===== src/rtl/jk_seq_driver.sv =====
// jk_seq_driver: queues target patterns and drives a JK flip-flop bank to each one.
// Optional build macro JK_TOGGLE_OPT_EN: changing bits toggle (J=K=1), holding bits J=K=0.
module jk_seq_driver #(
  parameter int WIDTH   = 4,
  parameter int DEPTH   = 8,
  parameter int DC_FILL = 0
) (
  input  logic             clock,
  input  logic             reset,
  input  logic [WIDTH-1:0] tgt_data,
  input  logic             tgt_valid,
  output logic             tgt_ready,
  input  logic             run,
  input  logic             clr_err,
  input  logic [WIDTH-1:0] q_fb,
  output logic [WIDTH-1:0] j,
  output logic [WIDTH-1:0] k,
  output logic             busy,
  output logic             done,
  output logic             err,
  output logic [WIDTH-1:0] err_bits,
  output logic [7:0]       step_cnt
);

  localparam int AW = $clog2(DEPTH);
  localparam logic [AW:0] FULL_CNT = (AW+1)'(DEPTH);
  localparam logic DC_BIT = (DC_FILL != 0);

  typedef enum logic [1:0] {IDLE, APPLY, CHECK} state_t;

  state_t           state_q, state_d;
  logic [WIDTH-1:0] mem_q [DEPTH];
  logic [AW-1:0]    wr_ptr_q, wr_ptr_d;
  logic [AW-1:0]    rd_ptr_q, rd_ptr_d;
  logic [AW:0]      count_q, count_d;
  logic [WIDTH-1:0] tgt_q, tgt_d;
  logic [WIDTH-1:0] j_q, j_d, k_q, k_d;
  logic             done_q, done_d;
  logic             err_q, err_d;
  logic [WIDTH-1:0] err_bits_q, err_bits_d;
  logic [7:0]       step_cnt_q, step_cnt_d;

  logic             full, empty, push, pop;
  logic [WIDTH-1:0] head, exc_j, exc_k, diff;

  assign full  = (count_q == FULL_CNT);
  assign empty = (count_q == '0);
  assign push  = tgt_valid && !full;
  assign head  = mem_q[rd_ptr_q];

  always_comb begin
    exc_j = '0;
    exc_k = '0;
    for (int unsigned i = 0; i < WIDTH; i++) begin
`ifdef JK_TOGGLE_OPT_EN
      exc_j[i] = q_fb[i] ^ head[i];
      exc_k[i] = q_fb[i] ^ head[i];
`else
      if (!q_fb[i]) begin
        exc_j[i] = head[i];
        exc_k[i] = DC_BIT;
      end else begin
        exc_j[i] = DC_BIT;
        exc_k[i] = !head[i];
      end
`endif
    end
  end

  always_comb begin
    wr_ptr_d = wr_ptr_q;
    rd_ptr_d = rd_ptr_q;
    count_d  = count_q;
    if (push) wr_ptr_d = wr_ptr_q + 1'b1;
    if (pop)  rd_ptr_d = rd_ptr_q + 1'b1;
    case ({push, pop})
      2'b10:   count_d = count_q + 1'b1;
      2'b01:   count_d = count_q - 1'b1;
      default: count_d = count_q;
    endcase
  end

  // A clear coinciding with a mismatching exit keeps only the new diff.
  always_comb begin
    state_d    = state_q;
    pop        = 1'b0;
    tgt_d      = tgt_q;
    j_d        = '0;
    k_d        = '0;
    done_d     = 1'b0;
    step_cnt_d = step_cnt_q;
    err_d      = clr_err ? 1'b0 : err_q;
    err_bits_d = clr_err ? '0 : err_bits_q;
    diff       = q_fb ^ tgt_q;
    case (state_q)
      IDLE: begin
        if (run && !empty) begin
          pop     = 1'b1;
          tgt_d   = head;
          j_d     = exc_j;
          k_d     = exc_k;
          state_d = APPLY;
        end
      end
      APPLY: state_d = CHECK;
      CHECK: begin
        state_d    = IDLE;
        done_d     = 1'b1;
        step_cnt_d = step_cnt_q + 8'd1;
        if (diff != '0) begin
          err_d      = 1'b1;
          err_bits_d = err_bits_d | diff;
        end
      end
      default: state_d = IDLE;
    endcase
  end

  always_ff @(posedge clock) begin
    if (reset) begin
      for (int unsigned i = 0; i < DEPTH; i++) mem_q[i] <= '0;
    end else if (push) begin
      mem_q[wr_ptr_q] <= tgt_data;
    end
  end

  always_ff @(posedge clock) begin
    if (reset) begin
      state_q    <= IDLE;
      wr_ptr_q   <= '0;
      rd_ptr_q   <= '0;
      count_q    <= '0;
      tgt_q      <= '0;
      j_q        <= '0;
      k_q        <= '0;
      done_q     <= 1'b0;
      err_q      <= 1'b0;
      err_bits_q <= '0;
      step_cnt_q <= '0;
    end else begin
      state_q    <= state_d;
      wr_ptr_q   <= wr_ptr_d;
      rd_ptr_q   <= rd_ptr_d;
      count_q    <= count_d;
      tgt_q      <= tgt_d;
      j_q        <= j_d;
      k_q        <= k_d;
      done_q     <= done_d;
      err_q      <= err_d;
      err_bits_q <= err_bits_d;
      step_cnt_q <= step_cnt_d;
    end
  end

  assign tgt_ready = !full;
  assign busy      = (state_q != IDLE);
  assign j         = j_q;
  assign k         = k_q;
  assign done      = done_q;
  assign err       = err_q;
  assign err_bits  = err_bits_q;
  assign step_cnt  = step_cnt_q;

endmodule


===== config.mk =====
export PLATFORM = sky130hd
export DESIGN_NAME = jk_seq_driver
export DESIGN_NICKNAME = d
export VERILOG_FILES = /design/src/rtl/jk_seq_driver.sv
export SDC_FILE = /design/constraint.sdc
export NUM_CORES = 1
export LEC_CHECK = 0
export CAP_MARGIN = 10
export CORE_MARGIN = 3
export CORE_UTILIZATION = 40
export DETAILED_ROUTE_END_ITERATION = 7
export SETUP_SLACK_MARGIN = 0.05
export SYNTH_ARGS = -nofsm -noshare
export SYNTH_HDL_FRONTEND = slang
export SYNTH_SLANG_ARGS = --single-unit
export TNS_END_PERCENT = 1

===== constraint.sdc =====
create_clock -name clock -period 3.56 [get_ports clock]
set_input_delay 1.068 -clock clock [delete_from_list [all_inputs] [get_ports clock]]
set_output_delay 1.068 -clock clock [all_outputs]
set_load 0.01 [all_outputs]

Word-level counts from Yosys, hierarchy flattened. Memory sizes are Yosys's and may differ from the RTL's. A register that Yosys moved wholly into a read port is not among the register bits. Index checks and enable logic that the tools add are counted.

Register bits after elaboration: 38. RAM bits: 32. Input port bits: 13. Output and inout port bits: 24. Memories kept: 1.

Add/sub/neg operators: 5. Equality and inequality tests: 6. Multiplexer cells: 22. Bitwise gates (word level): 8. Reduce and logical (&&, ||, !) cells: 23.

Memories: mem_q (depth 8, bits a word 4, rd ports 1, clocked after memory_dff 1, write ports 8, RTL line 32) `logic [WIDTH-1:0] mem_q [DEPTH];`.

Operator list (number): $reduce_or A4 Y1 (9); $mux W4 (4); $mux W1 (12); $mux W3 (3); $add A8 B1 Y8 const B (1); $pmux W4 S2 (1); $add A3 B1 Y3 const B (2); $logic_not A1 Y1 (6); $not A1 Y1 (6); $add A4 B1 Y4 const B (1); $eq A2 B1 Y1 const B (2); $eq A2 B2 Y1 const B (2); $eq A4 B4 Y1 const B (1); $logic_not A4 Y1 (1); $or A4 B4 Y4 (1); $pmux W2 S2 (1); $reduce_bool A2 Y1 (2); $reduce_bool A4 Y1 (1); $sub A4 B1 Y4 const B (1); $xor A4 B4 Y4 (1); $logic_and A1 B1 Y1 (2); $logic_not A2 Y1 (1); $mux W2 (1); $ne A2 B2 Y1 const B (1); $reduce_and A2 Y1 (1).

Longest topological paths before layout.
Word-level depth: 8. Gate-level depth with buffers: 13.

Worst setup path after synthesis. OpenSTA, ideal clock, no wires.

Path kind: input -> register. From: in tgt_valid. To: reg count_q[2]. Library setup time: 70 ps. Arrival time: 2732 ps. Slack: 757 ps. Stages on the path: 11. Buffers on the path: 2. Path through: and2_4 -> inv_2 -> buf_6 -> clkbuf_8 -> ha_1 -> xor2_1 -> ha_1 -> a21oi_1 -> xor2_1 -> or3_1 -> a21oi_1.

Word-level cells in the longest chain between the ends: 3. Elaborated cells between the ends (all ways): 5. Classes of those cells: eq/ne: 2; mux: 1; reduce/logical: 2.

Ends and longest elaborated chain: start, declared (RTL line 11) `input logic tgt_valid,`; $logic_and A1 B1 Y1 * (RTL line 48) `assign push = tgt_valid && !full;`; $eq A2 B1 Y1 / $eq A2 B2 Y1 (equally long branches) (RTL line 76) `case ({push, pop})`; $pmux W4 S2 / $reduce_bool A2 Y1 (equally long branches); end signal, assigned (RTL line 144) `count_q <= count_d;`; end, declared (RTL line 35) `logic [AW:0] count_q, count_d;`.

Mark *: on every way between the ends. The rest lies on a longest branch, timed or not. A chain may end at the register's enable or synchronous reset.

Worst setup path in the final report.
From: reg count_q[0]. To: out tgt_ready.

Word-level cells in the longest chain between the ends: 2.

Ends and longest elaborated chain: $eq A4 B4 Y1 (RTL line 46) `assign full = (count_q == FULL_CNT);`; $logic_not A1 Y1 (RTL line 155) `assign tgt_ready = !full;`; end, declared (RTL line 12) `output logic tgt_ready,`.

No other way between the ends.

==> summary by stage <==
Final layout
Of the cells placed in the final design, the portion with a size suffix greater than 1 is 0.123. The count of nets after finishing is around 330. Measured on the finished design, the core utilization comes to 0.509. The layout-stage area growth over the synthesis result is 20.8%. The number of antenna diodes in the final layout is 0. Summing all flip-flop and latch instances after layout gives 1780 um2. The final design instance area without fill is 3770 um2. The area occupied by multi-input gates is about 1200 um2. The filler cells instantiated in the layout total 682.

STA
The worst-case clock skew is about 0.0064 ns. Setup repair after global routing left no endpoint under its margin. The relative slew slack is 0.533.

The peak clock frequency supported by timing is ~350 MHz. The worst hold slack is around 0.47 ns. The clock period minus final worst setup slack is approximately 2.8 ns. The worst-margin pin slew is between 0.6 and 0.7 ns. Setup total negative slack on the finished layout was measured at 0 ns.

The portion of the clock cycle consumed by the worst path in the final layout is 0.798. The final-report max-slew violation count is 0. The final-report hold violation count is 0. The total setup violations reported at the end of the flow is 0.

Run
The tool flagged a number of max-cap violations equal to 0.

GRT
The number of antenna violations at the first check in global routing is 0. The first-pass GRT wire length is between 10000 and 15000 um. The pin count of the biggest net entering global routing is 28. The global-route usage over all layers is 0.155. The number of global-route vias before repair came to 2078. Global routing finished with a remaining overflow of 0.

CTS
The number of gates resized after CTS is 0. The clock tree root driver cell is sky130_fd_sc_hd__clkbuf_8. Clock tree synthesis inserted a total of 9 buffers. The number of buffers between clock root and the deepest sink is 2.

Clock latency on the worst-skew pair, taken at its later pin, is 0.34 ns. The level count of the clock H-tree is 3. After clock tree synthesis, the clock-pin slew on the worst setup and hold paths is approximately 0.070 ns. The number of sinks driven by the clock tree is 73.

Hold repair after CTS inserted 0 buffers. The buffer count from post-CTS setup fixing is 0. The clock tree from TritonCTS is built.

Synth
By instance count, the leading cell after synthesis is sky130_fd_sc_hd__nor2_1. Sorting the synthesized cells by how often they occur yields sky130_fd_sc_hd__nor2_1, sky130_fd_sc_hd__dfxtp_1, sky130_fd_sc_hd__edfxtp_1, sky130_fd_sc_hd__nand2_1, sky130_fd_sc_hd__nor4_1. In the synthesized netlist the async set-or-reset flop fraction comes to 0.

In the synthesized netlist, the number of instances is between 200 and 300. The number of register bits inferred by synthesis is 73. The leading register cell type out of synthesis is sky130_fd_sc_hd__dfxtp_1. The number of distinct standard cells referenced by the synthesized netlist is 44. The number of nets in the synthesized netlist is 294. Yosys attributes the largest share of cell area to sky130_fd_sc_hd__edfxtp_1, sky130_fd_sc_hd__dfxtp_1, sky130_fd_sc_hd__mux4_2.

The cell area that synthesis handed to floorplanning was 3120 um2. The Yosys warning count is 0. The fraction of synthesized cell area taken by the top area cell type is 0.308. The per-instance average area after synthesis is 11.4 um2. Of the synthesized area, sequential elements account for 0.571. The number of enable flip-flop cells after synthesis is 32. sky130_fd_sc_hd__edfxtp_1 takes more of the synthesized area than any other cell.

Power and ir drop
The part of the total power dissipated in sequential elements is 0.482. The relative contribution of the clock network to total power is 0.309. In this run the power density over the cells is a little under 600 nW/um2. The total leakage power is about 1.4 nW.

Of the total power, combinational logic draws 0.209. The maximum ir drop on the vdd rail is about 0.25 mV. The total internal power is around 1.5 mW. The power spent charging and discharging nets is between 600 and 700 uW. Of the total power, the share spent switching nets is 0.289.

Setup path
The path type of the worst setup path is register to output port. The signal on the critical path passes through or4b_4 -> clkdlybuf4s50_1. The largest single stage delay on the critical path is between 0.5 and 0.6 ns.

The launch point of the worst path is count_q[0]$_SDFFE_PP0P_. The number of cells on the worst reg-to-reg path is 10. STA puts the critical path data required time at approximately 2.5 ns. The worst reg2reg path startpoint is count_q[0]$_SDFFE_PP0P_. The capturing element type of the critical path is an output port. The reg-to-reg critical path endpoint is count_q[2]$_SDFFE_PP0P_.

On the critical path, the stage with the largest delay is an instance of sky130_fd_sc_hd__or4b_4. The sum of buffers and inverters on the critical path is 1. The setup slack of the most critical reg-to-reg path is 1.03 ns. The most critical setup path has its endpoint at tgt_ready. The number of cells on the critical path is 2.

The data arrival time of the critical path is about 1.8 ns. The critical-path maximum fanout is 6. The startpoint kind of the worst setup timing path is a register.

The kind of cell adding the most delay to the critical path is simple AND/OR/NAND/NOR gates.

Outcome
The run finished with clean final reports.

Routing
The detailed-routing iteration count for the pre-antenna-repair pass is 5. For this run, design rule violations remaining after detail routing come to 0. Summing over every cut layer, the via total after detailed routing is between 2000 and 2500. The per-cell via count in the routed design is slightly above 5. The average wire per cell in the routed design is between 10 and 15 um. Wires add up to about 6100 um. The remaining antenna violation count is 0.

The count of routing violations after the opening detailed-route iteration is between 100 and 150.

Floorplanning
In this run the vertical extent of the chip is approximately 94 um. The area of the die is just under 9000 um2. The area inside the core boundary is 7410 um2. 37 I/O pins were placed. The horizontal die dimension is 94.4 um. The number of core rows is 31. The initial cell density of the core is 0.422.

Placed design
The post-placement cell area is roughly 3600 um2. The last weighted congestion value of the routability-driven placer is ~0.78. The detailed placement HPWL is 4390 um. The count of input and output buffers is 36.

Min path
The worst min-delay path category is register to register.
==> kinds of logic (layout without fill, tap and decap cells) <==
family / after synthesis / in the layout / share of synthesized area
XOR/XNOR: 16 / 16 / 0.0449
AND/OR/NAND/NOR: 113 / 113 / 0.186
multiplexers: 15 / 15 / 0.0805
flip-flops: 73 / 73 / 0.571
AO/OA/AOI/OAI: 26 / 26 / 0.0541
buffers and inverters: 26 / 68 / 0.0401
adder cells (fa/ha/maj): 6 / 6 / 0.0240
==> layout by cell type, fill, tap and decap left out, types with 6 or more instances in the layout <==
| master | n |
|---|---|
| sky130_fd_sc_hd__a21oi_1 | 10 |
| sky130_fd_sc_hd__clkbuf_8 | 10 |
| sky130_fd_sc_hd__clkdlybuf4s50_1 | 36 |
| sky130_fd_sc_hd__dfxtp_1 | 41 |
| sky130_fd_sc_hd__edfxtp_1 | 32 |
| sky130_fd_sc_hd__ha_1 | 6 |
| sky130_fd_sc_hd__inv_1 | 9 |
| sky130_fd_sc_hd__mux2i_1 | 6 |
| sky130_fd_sc_hd__mux4_2 | 8 |
| sky130_fd_sc_hd__nand2_1 | 15 |
| sky130_fd_sc_hd__nor2_1 | 42 |
| sky130_fd_sc_hd__nor2b_1 | 6 |
| sky130_fd_sc_hd__nor3_1 | 7 |
| sky130_fd_sc_hd__nor4_1 | 12 |
| sky130_fd_sc_hd__xnor2_1 | 6 |
| sky130_fd_sc_hd__xor2_1 | 10 |
==> how the worst min path moves through the flow <==
| stage | end | start | cells after the start |
|---|---|---|---|
| after floorplan | state_q[1]$_SDFFE_PP0P_ | state_q[1]$_SDFFE_PP0P_ | 1 |
| after global placement | state_q[1]$_SDFFE_PP0P_ | state_q[1]$_SDFFE_PP0P_ | 1 |
| after detailed placement | state_q[1]$_SDFFE_PP0P_ | state_q[1]$_SDFFE_PP0P_ | 1 |
| after CTS | state_q[1]$_SDFFE_PP0P_ | state_q[1]$_SDFFE_PP0P_ | 1 |
| after global routing | err$_SDFF_PP0_ | err$_SDFF_PP0_ | 2 |
| final | state_q[1]$_SDFFE_PP0P_ | state_q[1]$_SDFFE_PP0P_ | 1 |
==> flip-flops by register name (all words and copies together), names as in the netlist, 2 cells and up, named ones only <==
register	cells
rd_ptr_q	3
err_bits	4
wr_ptr_q	3
tgt_q	4
count_q	4
mem_q	32
step_cnt	8
j	4
k	4
state_q	2
==> through the flow <==
stage	setup slack, ns	total power [mW]	instances
after global routing	0.617	2.30	416
after CTS	0.702	2.20	416
final	0.720	2.17	416
after floorplan	0.757	1.40	275
after global placement	0.474	1.52	400
after detailed placement	0.422	1.53	400
==> area by class of cell <==
cell class              instances  share of cell area
multi-input cells             176               0.322
clock inverters                 4             0.00763
clock buffers                  12              0.0497
inverters                      12              0.0119
repair buffers                 40               0.103
flip-flops and latches         73               0.472
well taps                      99              0.0328
==> power groups by stage <==
| stage | Combinational [mW] | Sequential [mW] | Clock, mW |
|---|---|---|---|
| after floorplan | 0.361 | 1.04 | 0 |
| after global placement | 0.451 | 1.07 | 0 |
| after detailed placement | 0.460 | 1.07 | 0 |
| after CTS | 0.462 | 1.05 | 0.685 |
| after global routing | 0.516 | 1.06 | 0.717 |
| final | 0.455 | 1.05 | 0.671 |
==> routing by layer <==
layer  wire length, um  track usage  vias to the layer above
li1                  -            -                     1047
met2              3090        0.270                       47
met1              2660        0.187                      991
met4                56       0.0529                        0
met5                 0            0                        -
met3               326       0.0375                        6
(Power assumes the default switching activity.)
